### config.mk
export PLATFORM = sky130hd
export DESIGN_NAME = tape_reader_feeder_flat
export DESIGN_NICKNAME = d
export VERILOG_FILES = /design/src/rtl/tape_reader_feeder_if.sv /design/src/rtl/tape_reader_feeder.sv /design/src/flat_wrapper.sv
export SDC_FILE = /design/constraint.sdc
export NUM_CORES = 1
export LEC_CHECK = 0
export CAP_MARGIN = 20
export CELL_PAD_IN_SITES_DETAIL_PLACEMENT = 0
export CELL_PAD_IN_SITES_GLOBAL_PLACEMENT = 1
export CORE_ASPECT_RATIO = 1.2
export CORE_MARGIN = 4
export CORE_UTILIZATION = 40
export DETAILED_ROUTE_END_ITERATION = 8
export PLACE_DENSITY_LB_ADDON = 0.1
export SETUP_SLACK_MARGIN = 0.15
export SYNTH_ARGS = -nofsm -noshare
export SYNTH_HDL_FRONTEND = slang
export SYNTH_SLANG_ARGS = --single-unit
export TNS_END_PERCENT = 100
### constraint.sdc
create_clock -name clk -period 3.2 [get_ports clk]
set_input_delay 0.48 -clock clk [delete_from_list [all_inputs] [get_ports clk]]
set_output_delay 0.48 -clock clk [all_outputs]
set_load 0.01 [all_outputs]
### src/rtl/tape_reader_feeder_if.sv
// Level-based frame handshake between the tape reader feeder and the core.
// master drives val/data, slave drives rdy.
interface tape_reader_feeder_if;
    logic       dev_input_val;
    logic [4:0] dev_input_data;
    logic       dev_input_rdy;

    modport master (
        output dev_input_val,
        output dev_input_data,
        input  dev_input_rdy
    );

    modport slave (
        input  dev_input_val,
        input  dev_input_data,
        output dev_input_rdy
    );
endinterface

### src/rtl/tape_reader_feeder.sv
// Tape reader feeder: 5-bit frame FIFO presented to the core by a val/rdy level FSM.
// Define TAPE_READER_GAP_EN to insert GAP_CYCLES idle cycles between delivered frames.
module tape_reader_feeder #(
    parameter int DEPTH      = 16,
    parameter int GAP_CYCLES = 100
) (
    input  logic                     clk,
    input  logic                     resetn,
    input  logic                     wr_en,
    input  logic [4:0]               wr_data,
    input  logic                     flush,
    tape_reader_feeder_if.master     dev,
    output logic                     full,
    output logic                     empty,
    output logic [$clog2(DEPTH):0]   count,
    output logic                     overflow
);

    localparam int AW = $clog2(DEPTH);
    localparam logic [AW:0] FULL_CNT = (AW + 1)'(DEPTH);

    if (DEPTH < 4 || DEPTH > 256 || (DEPTH & (DEPTH - 1)) != 0) begin : g_bad_depth
        $error("DEPTH must be a power of two in 4..256");
    end
    if (GAP_CYCLES < 1 || GAP_CYCLES > 65535) begin : g_bad_gap
        $error("GAP_CYCLES must be in 1..65535");
    end

`ifdef TAPE_READER_GAP_EN
    typedef enum logic [1:0] {IDLE, PRESENT, GAP} state_t;
    logic [15:0] gap_cnt, gap_nx;
`else
    typedef enum logic {IDLE, PRESENT} state_t;
`endif

    state_t        state, state_nx;
    logic [4:0]    mem [DEPTH];
    logic [AW-1:0] wr_ptr, rd_ptr;
    logic          wr_acc, pop, launch;

    assign full   = (count == FULL_CNT);
    assign empty  = (count == '0);
    assign wr_acc = wr_en & ~flush & ~full;
    assign pop    = (state == PRESENT) & ~dev.dev_input_rdy & ~flush;
    assign launch = ~empty & dev.dev_input_rdy;

    always_ff @(posedge clk) begin
        if (wr_acc) mem[wr_ptr] <= wr_data;
    end

    always_ff @(posedge clk or negedge resetn) begin
        if (!resetn) begin
            wr_ptr   <= '0;
            rd_ptr   <= '0;
            count    <= '0;
            overflow <= 1'b0;
        end else if (flush) begin
            wr_ptr   <= '0;
            rd_ptr   <= '0;
            count    <= '0;
            overflow <= 1'b0;
        end else begin
            if (wr_acc) wr_ptr <= wr_ptr + AW'(1);
            if (pop) rd_ptr <= rd_ptr + AW'(1);
            count <= count + {{AW{1'b0}}, wr_acc} - {{AW{1'b0}}, pop};
            // A write into a full FIFO is lost even if a pop frees a slot this cycle.
            if (wr_en && full) overflow <= 1'b1;
        end
    end

    always_ff @(posedge clk or negedge resetn) begin
        if (!resetn) begin
            state   <= IDLE;
`ifdef TAPE_READER_GAP_EN
            gap_cnt <= '0;
`endif
        end else begin
            state   <= state_nx;
`ifdef TAPE_READER_GAP_EN
            gap_cnt <= gap_nx;
`endif
        end
    end

    always_comb begin
        state_nx = state;
`ifdef TAPE_READER_GAP_EN
        gap_nx   = gap_cnt;
`endif
        unique case (state)
            IDLE: begin
                if (launch) state_nx = PRESENT;
            end
            PRESENT: begin
                if (!dev.dev_input_rdy) begin
`ifdef TAPE_READER_GAP_EN
                    state_nx = GAP;
                    gap_nx   = 16'(GAP_CYCLES - 1);
`else
                    state_nx = IDLE;
`endif
                end
            end
`ifdef TAPE_READER_GAP_EN
            // Last gap cycle doubles as the idle sample so spacing is exactly GAP_CYCLES.
            GAP: begin
                if (gap_cnt == '0) state_nx = launch ? PRESENT : IDLE;
                else gap_nx = gap_cnt - 16'd1;
            end
`endif
            default: state_nx = IDLE;
        endcase
        if (flush) begin
            state_nx = IDLE;
`ifdef TAPE_READER_GAP_EN
            gap_nx   = '0;
`endif
        end
    end

    always_comb begin
        dev.dev_input_val  = 1'b0;
        dev.dev_input_data = '0;
        if (state == PRESENT) begin
            dev.dev_input_val  = 1'b1;
            dev.dev_input_data = mem[rd_ptr];
        end
    end

endmodule

### src/flat_wrapper.sv
// flat-port wrapper written by rule: the top's interface ports become plain ports
module tape_reader_feeder_flat 
#(
    parameter int DEPTH      = 16,
    parameter int GAP_CYCLES = 100
)
  (clk, resetn, wr_en, wr_data, flush, full, empty, count, overflow, dev_dev_input_val, dev_dev_input_data, dev_dev_input_rdy);
  tape_reader_feeder_if dev_i ();
  input  logic clk;
  input  logic resetn;
  input  logic wr_en;
  input  logic [4:0] wr_data;
  input  logic flush;
  output logic full;
  output logic empty;
  output logic [$clog2(DEPTH):0] count;
  output logic overflow;
  output wire logic [$bits(dev_i.dev_input_val)-1:0] dev_dev_input_val;
  output wire logic [$bits(dev_i.dev_input_data)-1:0] dev_dev_input_data;
  input wire logic [$bits(dev_i.dev_input_rdy)-1:0] dev_dev_input_rdy;
  assign dev_dev_input_val = dev_i.dev_input_val;
  assign dev_dev_input_data = dev_i.dev_input_data;
  assign dev_i.dev_input_rdy = dev_dev_input_rdy;
  tape_reader_feeder #(.DEPTH(DEPTH), .GAP_CYCLES(GAP_CYCLES)) u_core (.clk(clk), .resetn(resetn), .wr_en(wr_en), .wr_data(wr_data), .flush(flush), .dev(dev_i), .full(full), .empty(empty), .count(count), .overflow(overflow));
endmodule
Yosys cells after proc, flatten, opt, wreduce, memory -nomap -nowiden
Memories as Yosys holds them, arrays and structs flattened.
Index checks and enable logic that the tools add are counted.
W data, S select, Z words.
{"block": "word_totals", "regBits": 15, "elab_cells": 41, "mem_bits_ro": 0, "memories": 1, "out_inout_bits": 14, "latchBits": 0, "ram_bits": 80}
{"name": "u_core.mem", "depth": 16, "word_bits": 5, "read_ports": 1, "rd_clocked_by_memory_dff": 0, "write_ports": 1, "line_no": "tape_reader_feeder.sv:37", "source": "logic [4:0] mem [DEPTH];"}
{"block": "classes", "shift": 0, "eq_ne": 1, "add_sub_neg": 4, "bitwise_logic": 10, "n_reduce_logical": 5, "n_mul": 0, "mux": 15, "div": 0, "order_cmp": 0}
{"op": "$mux W4", "count": 4}
{"op": "$mux W5", "count": 2}
{"op": "$add A4 B1 Y4 const B", "count": 2}
{"op": "$mux W1", "count": 8}
{"op": "$reduce_bool A2 Y1", "count": 3}
{"op": "$add A5 B1 Y5", "count": 1}
{"op": "$and A1 B1 Y1", "count": 5}
{"op": "$eq A5 B5 Y1 const B", "count": 1}
{"op": "$logic_not A5 Y1", "count": 1}
{"op": "$not A1 Y1", "count": 5}
{"op": "$sub A5 B1 Y5", "count": 1}
{"op": "$pmux W1 S2", "count": 1}
{"op": "$logic_and A1 B1 Y1", "count": 1}

Depth between registers and ports, before layout
Gate-level depths: netlist of the first run.
{"block": "logic_depth", "word_depth": 6, "depth_mapped": 12}

Least setup slack after synthesis of the first run
OpenSTA, ideal clock, no wires.
{"block": "synth_path", "path_kind": "reg2reg", "start": "reg u_core.count[2]", "end": "reg u_core.count[4]", "required_time_ps": 3066, "stages_incl_launch_ff": 13, "setup_slack_ps": 802, "t_arrival_ps": 2264, "n_path_buf": 0, "cell_sequence": "dfrtp_1 > inv_1 > ha_1 > nand4bb_1 > inv_1 > nor3b_2 > ha_1 > inv_1 > fa_1 > nor2b_1 > o21bai_1 > a21oi_1 > nor3b_1"}
{"block": "synth_via", "elab_chain_len": 6}
{"item": "start, declared", "line_no": "tape_reader_feeder.sv:15", "source": "output logic [$clog2(DEPTH):0] count,"}
{"item": "start signal, assigned", "line_no": "tape_reader_feeder.sv:65", "source": "count <= count + {{AW{1'b0}}, wr_acc} - {{AW{1'b0}}, pop};"}
{"item": "$eq A5 B5 Y1", "line_no": "tape_reader_feeder.sv:41", "source": "assign full = (count == FULL_CNT);"}
{"item": "via full", "line_no": "flat_wrapper.sv:14", "source": "output logic full;"}
{"item": "$not A1 Y1", "line_no": "tape_reader_feeder.sv:43", "source": "assign wr_acc = wr_en & ~flush & ~full;"}
{"item": "$and A1 B1 Y1", "line_no": "tape_reader_feeder.sv:43"}
{"item": "$add A5 B1 Y5", "line_no": "tape_reader_feeder.sv:65"}
{"item": "$sub A5 B1 Y5", "line_no": "tape_reader_feeder.sv:65"}
{"item": "$mux W5", "line_no": "tape_reader_feeder.sv:57", "source": "end else if (flush) begin"}
The timed path passes the listed nets, and every way through them passes these cells.
A chain may end at the register's enable or synchronous reset.

Final worst setup path of the first run
{"block": "layout_path", "start": "reg u_core.rd_ptr[0]", "end": "out dev_dev_input_data[3]"}
{"block": "layout_via", "elab_chain_len": 2}
{"item": "start, declared", "line_no": "tape_reader_feeder.sv:38", "source": "logic [AW-1:0] wr_ptr, rd_ptr;"}
{"item": "start signal, assigned", "line_no": "tape_reader_feeder.sv:64", "source": "if (pop) rd_ptr <= rd_ptr + AW'(1);"}
{"item": "$mem_v2 Z16 W5"}
{"item": "$mux W5", "line_no": "tape_reader_feeder.sv:124", "source": "if (state == PRESENT) begin"}
{"item": "end, declared", "line_no": "flat_wrapper.sv:19", "source": "output wire logic [$bits(dev_i.dev_input_data)-1:0] dev_dev_input_data;"}
Every way passes these cells.

==> results of run 1 <==
power breakdown:
group          internal, mW  switching [mW]
Clock                 0.695           0.477
Combinational         0.241           0.237
Sequential             1.39          0.0425
cells in the mapped netlist (all sizes together):
cell | number | area share [%]
ha | 11 | 3.4
xnor2 | 4 | 0.86
o21ba | 1 | 0.24
nand4 | 5 | 0.76
nor2b | 8 | 1.2
o31ai | 1 | 0.18
inv | 12 | 1.1
nor3b | 3 | 0.67
nor3 | 6 | 0.73
a22oi | 5 | 0.92
o21a | 1 | 0.18
nand4b | 1 | 0.21
nor2 | 24 | 2.2
nand4bb | 1 | 0.28
a21oi | 3 | 0.37
o21bai | 1 | 0.18
dfrtp | 15 | 9.2
nand2 | 13 | 1.2
edfxtp | 80 | 59
and3 | 1 | 0.15
nand2b | 2 | 0.31
mux4 | 12 | 7.4
o21ai | 5 | 0.61
clkbuf | 4 | 0.37
mux2i | 21 | 5.1
fa | 1 | 0.49
nand3 | 7 | 0.86
buf | 7 | 1.0
a21o | 1 | 0.18
xor2 | 4 | 0.86
layout make-up:
class / count / area (um^2)
clock inverter: 7 / 105
tap: 126 / 158
multi-input combinational: 142 / 1210
fill: 856 / 5130
sequential: 95 / 2780
inverter: 12 / 45.0
clock buffer: 9 / 225
timing repair buffer: 39 / 350
sequential cells by signal (all words and copies together) (netlist names):
register         cells
u_core.count         5
u_core.overflow      1
u_core.mem          80
u_core.rd_ptr        4
u_core.wr_ptr        4
u_core.state         1
worst max-delay path: cells and delay by family, from the launching register on:
family,cells,cell delay [ps]
compound gates,1,130
flops,1,460
mux,2,750
buf+inv,2,720
cell families after synthesis:
logic type                 count (synthesis)  share of synthesized area (%)
xor gates and xnor gates                   8                           1.71
and+or+nand+nor                           71                           8.59
adders and majority gates                 12                           3.85
muxes                                     33                           12.6
AOI/OAI and AO/OA                         18                           2.87
buffers and inverters                     23                           2.51
DFF                                       95                           67.9
layer usage:
metal / global-route usage (%) / share of wire, % / vias to the layer above
li1: - / - / 1053
met2: 23.5 / 50 / 20
met4: 4.55 / 1.5 / 0
met3: 4.60 / 2.8 / 10
met5: 0 / 0 / -
met1: 19.7 / 46 / 1101
repair_timing:
| item | CTS | global route |
|---|---|---|
| setup buffers | 0 | 4 |
| gates resized for setup | 1 | 1 |
| setup endpoints to repair | 2 | 1 |
how the worst max path moves through the flow:
stage | start | endpoint | slack [ps] | depth (start not counted)
global placement | dev_dev_input_rdy | u_core.count[4] | 410 | 12
global route | u_core.rd_ptr[0] | dev_dev_input_data[3] | 160 | 5
finish | u_core.rd_ptr[0] | dev_dev_input_data[3] | 310 | 5
CTS | u_core.rd_ptr[0] | dev_dev_input_data[3] | 240 | 5
floorplan | u_core.count[2] | u_core.count[4] | 800 | 12
detailed placement | dev_dev_input_rdy | u_core.count[4] | 430 | 12
==> results.sh, run 1 <==
export IMPL_wl_mm=8.14
export IMPL_synth_warnings=0
export IMPL_clkTransAtPathRegs_ps=70
export IMPL_grt_use_total_pct=14.9
export IMPL_cts_sinks=95
export IMPL_syn_num_nets=282
export IMPL_syn_to_final_growth_pct=19.1
export IMPL_setup_tns_ps=0
export IMPL_cts_tree="done"
export IMPL_worstHoldPathCells=2
export IMPL_grt_ovfl_total=0
export IMPL_avgSynthCellArea_um2=15.7
export IMPL_crit_slowest_cell="mux4_1"
export IMPL_max_freq_mhz=346
export IMPL_slew_violations=0
export IMPL_tightestPinTransition_ps=718
export IMPL_relSlewSlack_pct=52.0
export IMPL_grt_pass1_vias=2287
export IMPL_initial_core_util_pct=40.9
export IMPL_hold_start="u_core.overflow"
export IMPL_required_ps=2720
export IMPL_grt_pass1_wl_mm=12.9
export IMPL_power_mw=3.09
export IMPL_finalNetCount=321
export IMPL_reg2reg_to="u_core.count[4]"
export IMPL_final_cell_area_mm2=0.00487
export IMPL_drtAntennaViolNets=0
export IMPL_rsz0062_at_grt="false"
export IMPL_placementRows=40
export IMPL_clockBufferDepth=2
export IMPL_drive_gt1_share_pct=12.8
export IMPL_cp_max_fo=8
export IMPL_netlist_area_mm2=0.00409
export IMPL_io_pin_count=24
export IMPL_max_vdd_ir_drop_uv=303
export IMPL_root_buffer="clkbuf_16"
export IMPL_ys_seq_area_share_pct=67.9
export IMPL_antenna_found_initial=0
export IMPL_viasPerCell=5.08
export IMPL_htree_levels=3
export IMPL_crit_chain="buf_4 > mux4_1 > mux2i_1 > o21ai_0 > clkdlybuf4s50_1"
export IMPL_antenna_cells=0
export IMPL_skew_ps=9.52
export IMPL_hold_buffers=0
export IMPL_period_share_pct=90.3
export IMPL_final_common_cell="edfxtp_1"
export IMPL_setup_ws_ps=310
export IMPL_num_vias=2184
export IMPL_holdPathEnd="u_core.overflow"
export IMPL_io_buffers=23
export IMPL_final_core_util_pct=48.7
export IMPL_holdWs_ps=503
export IMPL_hp_class="reg -> reg"
export IMPL_drt_iter0_drc=59
export IMPL_clk_latency_ps=350
export IMPL_syn_inst=260
export IMPL_cp_end_kind="primary output"
export IMPL_hpwlAfterDp_mm=5.89
export IMPL_synth_distinct_cells=35
export IMPL_drc=0
export IMPL_worstSetupStartpointType="flip-flop"
export IMPL_fp_dieArea_mm2=0.0119
export IMPL_wire_per_inst_um=18.9
export IMPL_setup_viol=0
export IMPL_synth_seq_cells=95
export IMPL_routabilityCongestion=0.735
export IMPL_r2r_cells=12
export IMPL_min_period_ps=2890
export IMPL_place_ws_ps=425
export IMPL_powerDensity_mw_per_mm2=633
export IMPL_hold_viol=0
export IMPL_dp_cells=410
export IMPL_slowest_delay_ps=550
export IMPL_run_status="finished, final reports clean"
export IMPL_max_cap_viol_count=0
export IMPL_cts_buffers=9
export IMPL_crit_reg2reg_launch="u_core.count[2]"
export IMPL_total_leakage_power_nw=1.67
export IMPL_placeableCoreArea_mm2=0.0100
export IMPL_r2r_setup_slack_ps=710
export IMPL_grt_max_degree=18
export IMPL_crit_type="reg -> out"
export IMPL_cp_arrival_ps=2410
export IMPL_firstDrtPassIters=4
export IMPL_die_width_um=100
export IMPL_place_area_mm2=0.00451
export IMPL_die_h_um=119
export IMPL_final_cell_mix="edfxtp_1 (80), nor2_1 (24), clkdlybuf4s50_1 (23), mux2i_1 (21), buf_4 (16)"
export IMPL_stdcell_count=430
No activity file was read; power rests on OpenSTA's default activity.
==> run 2, diff against run 1 <==
- CORE_ASPECT_RATIO: 1.2 -> 0.9
- clock period: 3.2 -> 2.9 ns (I/O delays scaled with it)
==> results.sh, run 2 (synthesized netlist as in run 1, its figures left out) <==
export IMPL_run_status="finished, final reports clean"
export IMPL_hold_buffers=0
export IMPL_slowest_delay_ps=590
export IMPL_multi_input_area_mm2=0.00123
export IMPL_grt_pass1_wl_mm=12.5
export IMPL_cts_buffers=9
export IMPL_firstDrtPassIters=4
export IMPL_pwr_share_comb_pct=16.6
export IMPL_antenna_found_initial=0
export IMPL_cp_end_kind="primary output"
export IMPL_top_register="u_core.mem"
export IMPL_sequentialPowerShare_pct=48.7
export IMPL_viasPerCell=5.01
export IMPL_max_freq_mhz=386
export IMPL_cp_max_fo=7
export IMPL_skew_ps=8.19
export IMPL_placeableCoreArea_mm2=0.00983
export IMPL_powerDensity_mw_per_mm2=664
export IMPL_wire_per_inst_um=18.2
export IMPL_die_width_um=115
export IMPL_syn_to_final_growth_pct=19.6
export IMPL_die_h_um=104
export IMPL_grt_ovfl_total=0
export IMPL_final_common_cell="edfxtp_1"
export IMPL_routabilityCongestion=0.765
export IMPL_p_sw_mw=0.843
export IMPL_cts_sinks=95
export IMPL_drtAntennaViolNets=0
export IMPL_placementRows=34
export IMPL_htree_levels=3
export IMPL_root_buffer="clkbuf_16"
export IMPL_min_period_ps=2590
export IMPL_required_ps=2470
export IMPL_antenna_cells=0
export IMPL_internal_power_mw=2.41
export IMPL_clockBufferDepth=2
export IMPL_clk_latency_ps=340
export IMPL_crit_type="reg -> out"
export IMPL_io_pin_count=24
export IMPL_drt_iter0_drc=72
export IMPL_drive_gt1_share_pct=14.1
export IMPL_hpwlAfterDp_mm=5.38
export IMPL_max_cap_viol_count=0
export IMPL_relSlewSlack_pct=52.2
export IMPL_period_share_pct=89.4
export IMPL_final_cell_mix="edfxtp_1 (80), nor2_1 (24), mux2i_1 (20), clkdlybuf4s50_1 (18), buf_4 (15)"
export IMPL_crit_chain="buf_6 > mux4_1 > mux2i_2 > o21ai_0 > dlygate4sd2_1"
export IMPL_io_buffers=23
export IMPL_regArea_mm2=0.00278
export IMPL_clkPwrFrac_pct=34.7
export IMPL_worstSetupStartpointType="flip-flop"
export IMPL_cts_tree="done"
export IMPL_top_regs="u_core.mem (80), u_core.count (5)"
export IMPL_tightestPinTransition_ps=714
export IMPL_finalNetCount=323
export IMPL_clkTransAtPathRegs_ps=70
export IMPL_cp_arrival_ps=2160
export IMPL_fp_dieArea_mm2=0.0119
export IMPL_num_vias=2166
export IMPL_wl_mm=7.87
export IMPL_initial_core_util_pct=41.6
export IMPL_grt_max_degree=28
export IMPL_hold_viol=0
export IMPL_rsz0062_at_grt="false"
export IMPL_slew_violations=0
export IMPL_holdWs_ps=505
export IMPL_cts_setup_buffers=0
export IMPL_largest_reg_flops=80
export IMPL_crit_slowest_cell="mux4_1"
export IMPL_grt_use_total_pct=14.0
export IMPL_grt_pass1_vias=2242
export IMPL_fillers=813
export IMPL_setup_tns_ps=0
export IMPL_total_leakage_power_nw=1.71
export IMPL_max_vdd_ir_drop_uv=369
export IMPL_p_sw_share_pct=25.9
export IMPL_hp_class="reg -> reg"
export IMPL_setup_viol=0
export IMPL_drc=0
## run 2: routing by layer
layer,up-vias,share of wire [%],track usage (%)
li1,1063,-,-
met1,1067,49,20.3
met2,31,48,21.0
met3,5,2.9,3.37
met4,0,0.55,3.56
met5,-,0,0
## run 2: path summary, 6_finish.rpt
kind                                        from                    end  slack, ps  cells past startpoint
min in group asynchronous                 resetn       u_core.wr_ptr[0]        530                      1
worst min-delay path             u_core.overflow        u_core.overflow        500                      2
worst max-delay path            u_core.rd_ptr[0]  dev_dev_input_data[2]        310                      5
worst max register to register   u_core.count[2]        u_core.count[4]        500                     12
max in group asynchronous                 resetn       u_core.rd_ptr[1]       1880                      1
worst min register to register   u_core.overflow        u_core.overflow        500                      2
## run 2: power groups by stage
stage / logic (mW) / registers [mW] / clock network, mW
floorplan: 0.299 / 1.61 / 0
global placement: 0.534 / 1.61 / 0
detailed placement: 0.528 / 1.61 / 0
CTS: 0.533 / 1.58 / 1.16
global route: 0.605 / 1.59 / 1.21
finish: 0.539 / 1.58 / 1.13
## run 2: final cells by class
| cell class | count | share of cell area, % |
|---|---|---|
| timing repair buffer | 41 | 8.00 |
| multi-input combinational | 142 | 25.2 |
| sequential | 95 | 56.8 |
| clock buffer | 9 | 4.60 |
| clock inverter | 7 | 1.25 |
| tap | 126 | 3.22 |
| inverter | 12 | 0.920 |
## run 2: timing repair
item	CTS	global route
gates cloned	0	0
setup endpoints to repair	5	2
gates resized for setup	12	2
endpoints found under the hold margin	0	0
## run 2: worst max-delay path, delay by kind of cell, from the launching register on
kind / cells / cell delay (ps)
flops: 1 / 420
buf+inv: 2 / 470
compound gates: 1 / 140
mux: 2 / 810
## run 2: stage by stage
step                      area (um^2)  total power [mW]  setup slack [ps]  instances  utilization, %
final                            4890              3.25               309        432            49.8
after global routing             4890              3.41               176        432            49.8
after CTS                        4880              3.27               134        432            49.6
after detailed placement         4570              2.14               233        416            46.5
after global placement           4570              2.14               281        416            46.5
after floorplan                  4090              1.91               502        260               -
==> run 3, diff against run 2 <==
--- a/config.mk
+++ b/config.mk
@@ -15,4 +15,5 @@
 export PLACE_DENSITY_LB_ADDON = 0.1
 export SETUP_SLACK_MARGIN = 0.15
+export SKIP_LAST_GASP = 1
 export SYNTH_ARGS = -nofsm -noshare
 export SYNTH_HDL_FRONTEND = slang
==> constraint.sdc (replaced) <==
create_clock -name clk -period 2.9 [get_ports clk]
set_input_delay 0.29 -clock clk [delete_from_list [all_inputs] [get_ports clk]]
set_output_delay 0.29 -clock clk [all_outputs]
set_load 0.01 [all_outputs]
==> results.sh, run 3 (synthesized netlist as in run 1, its figures left out) <==
export IMPL_p_sw_mw=0.777
export IMPL_placeableCoreArea_mm2=0.00983
export IMPL_drive_gt1_share_pct=12.5
export IMPL_internal_power_mw=2.46
export IMPL_max_vdd_ir_drop_uv=364
export IMPL_drc=0
export IMPL_fillers=847
export IMPL_setup_viol=0
export IMPL_hp_class="in -> async"
export IMPL_cp_arrival_ps=2380
export IMPL_final_common_cell="edfxtp_1"
export IMPL_io_pin_count=24
export IMPL_total_leakage_power_nw=1.67
export IMPL_largest_reg_flops=80
export IMPL_htree_levels=3
export IMPL_required_ps=2610
export IMPL_io_buffers=23
export IMPL_grt_ovfl_total=0
export IMPL_slowest_delay_ps=650
export IMPL_dp_cells=413
export IMPL_slew_violations=0
export IMPL_period_share_pct=91.9
export IMPL_relSlewSlack_pct=51.8
export IMPL_initial_core_util_pct=41.6
export IMPL_crit_slowest_cell="mux4_1"
export IMPL_worstSetupStartpointType="flip-flop"
export IMPL_fp_dieArea_mm2=0.0119
export IMPL_die_width_um=115
export IMPL_cts_buffers=9
export IMPL_run_status="finished, final reports clean"
export IMPL_drt_iter0_drc=73
export IMPL_top_register="u_core.mem"
export IMPL_grt_use_total_pct=14.2
export IMPL_hold_viol=0
export IMPL_regArea_mm2=0.00278
export IMPL_power_mw=3.24
export IMPL_tightestPinTransition_ps=721
export IMPL_grt_pass1_wl_mm=12.7
export IMPL_num_vias=2160
export IMPL_syn_to_final_growth_pct=18.6
export IMPL_hpwlAfterDp_mm=5.52
export IMPL_grt_pass1_vias=2203
export IMPL_sequentialPowerShare_pct=48.9
export IMPL_cts_sinks=95
export IMPL_powerDensity_mw_per_mm2=667
export IMPL_grt_max_degree=28
export IMPL_antenna_cells=0
export IMPL_max_freq_mhz=375
export IMPL_rsz0062_at_grt="true"
export IMPL_clockBufferDepth=2
export IMPL_top_regs="u_core.mem (80), u_core.count (5)"
export IMPL_cp_end_kind="primary output"
export IMPL_wire_per_inst_um=18.2
export IMPL_viasPerCell=5.03
export IMPL_firstDrtPassIters=4
export IMPL_cts_tree="done"
export IMPL_p_sw_share_pct=24.0
export IMPL_max_cap_viol_count=0
export IMPL_skew_ps=5.28
export IMPL_clkPwrFrac_pct=34.9
export IMPL_die_h_um=104
export IMPL_place_ws_ps=330
export IMPL_antenna_found_initial=0
export IMPL_clkTransAtPathRegs_ps=60
export IMPL_drtAntennaViolNets=0
export IMPL_stdcell_count=429
export IMPL_pwr_share_comb_pct=16.2
export IMPL_routabilityCongestion=0.756
export IMPL_root_buffer="clkbuf_16"
export IMPL_finalNetCount=320
export IMPL_setup_ws_ps=235
export IMPL_multi_input_area_mm2=0.00121
export IMPL_final_cell_mix="edfxtp_1 (80), nor2_1 (24), clkdlybuf4s50_1 (22), mux2i_1 (19)"
export IMPL_placementRows=34
export IMPL_cp_max_fo=9
export IMPL_crit_type="reg -> out"
export IMPL_wl_mm=7.82
export IMPL_min_period_ps=2670
export IMPL_clk_latency_ps=330
export IMPL_crit_chain="buf_6 > mux4_1 > a22oi_1 > nand2_1 > clkdlybuf4s50_1"
export IMPL_setup_tns_ps=0
run 3: changes by cell type in the layout (fill, tap and decap cells not counted), sizes merged:
cell / change
inv: -5
clkdlybuf4s50: +4
clkinv: +4
dlygate4sd2: -4
buf: -3
bufinv: +1
run 3: power groups by stage:
stage	clock (mW)	sequential, mW	combinational (mW)
after global placement	0	1.61	0.534
after CTS	1.16	1.58	0.535
final	1.13	1.58	0.525
after floorplan	0	1.61	0.299
after detailed placement	0	1.61	0.530
after global routing	1.22	1.59	0.591
run 3: area by class of cell:
type                    count  share of cell area [%]
clock inverters             7                    1.32
flip-flops and latches     95                    57.3
inverters                  12                   0.928
repair buffers             38                    7.53
clock buffers               9                    4.64
well taps                 126                    3.25
multi-input cells         142                    25.0
run 3: path summary, 6_finish.rpt:
path,start,to,slack [ps],depth (start not counted)
setup / recovery,u_core.rd_ptr[0],dev_dev_input_data[0],230,5
hold / removal,resetn,u_core.overflow,390,1
setup reg to reg,u_core.count[3],u_core.count[4],480,12
hold reg to reg,u_core.overflow,u_core.overflow,510,2
max in group asynchronous,resetn,u_core.rd_ptr[0],2010,1
min in group clk,u_core.overflow,u_core.overflow,510,2
run 3: metal layers:
layer	track usage (%)	part of all wire [%]	wire [um]
met5	0	0	0
met4	2.80	0.35	27
met3	4.25	3.5	276
met2	21.3	47	3670
met1	20.7	49	3850
run 3: repair_timing:
item                                    in CTS  in global routing
endpoints found under the setup margin       2                  5
gates resized for setup                      1                  7
hold buffers                                 0                  0
setup buffers                                0                  0
cloned                                       0                  0
run 3: critical path: cells and delay by family, from the launching register on:
family,cells,cell delay [ps]
buf+inv,2,660
mux,1,650
flops,1,410
compound gates,1,230
simple gates,1,90
run 3: through the flow:
| step | cell area, um^2 | hold WS, ps | util (%) |
|---|---|---|---|
| 2_1_floorplan | 4090 | -5.59 | - |
| 3_3_place_gp | 4550 | 527 | 46.3 |
| 3_5_place_dp | 4550 | 503 | 46.3 |
| 4_1_cts | 4840 | 413 | 49.2 |
| 5_1_grt | 4850 | 458 | 49.4 |
| 6_report | 4850 | 390 | 49.4 |
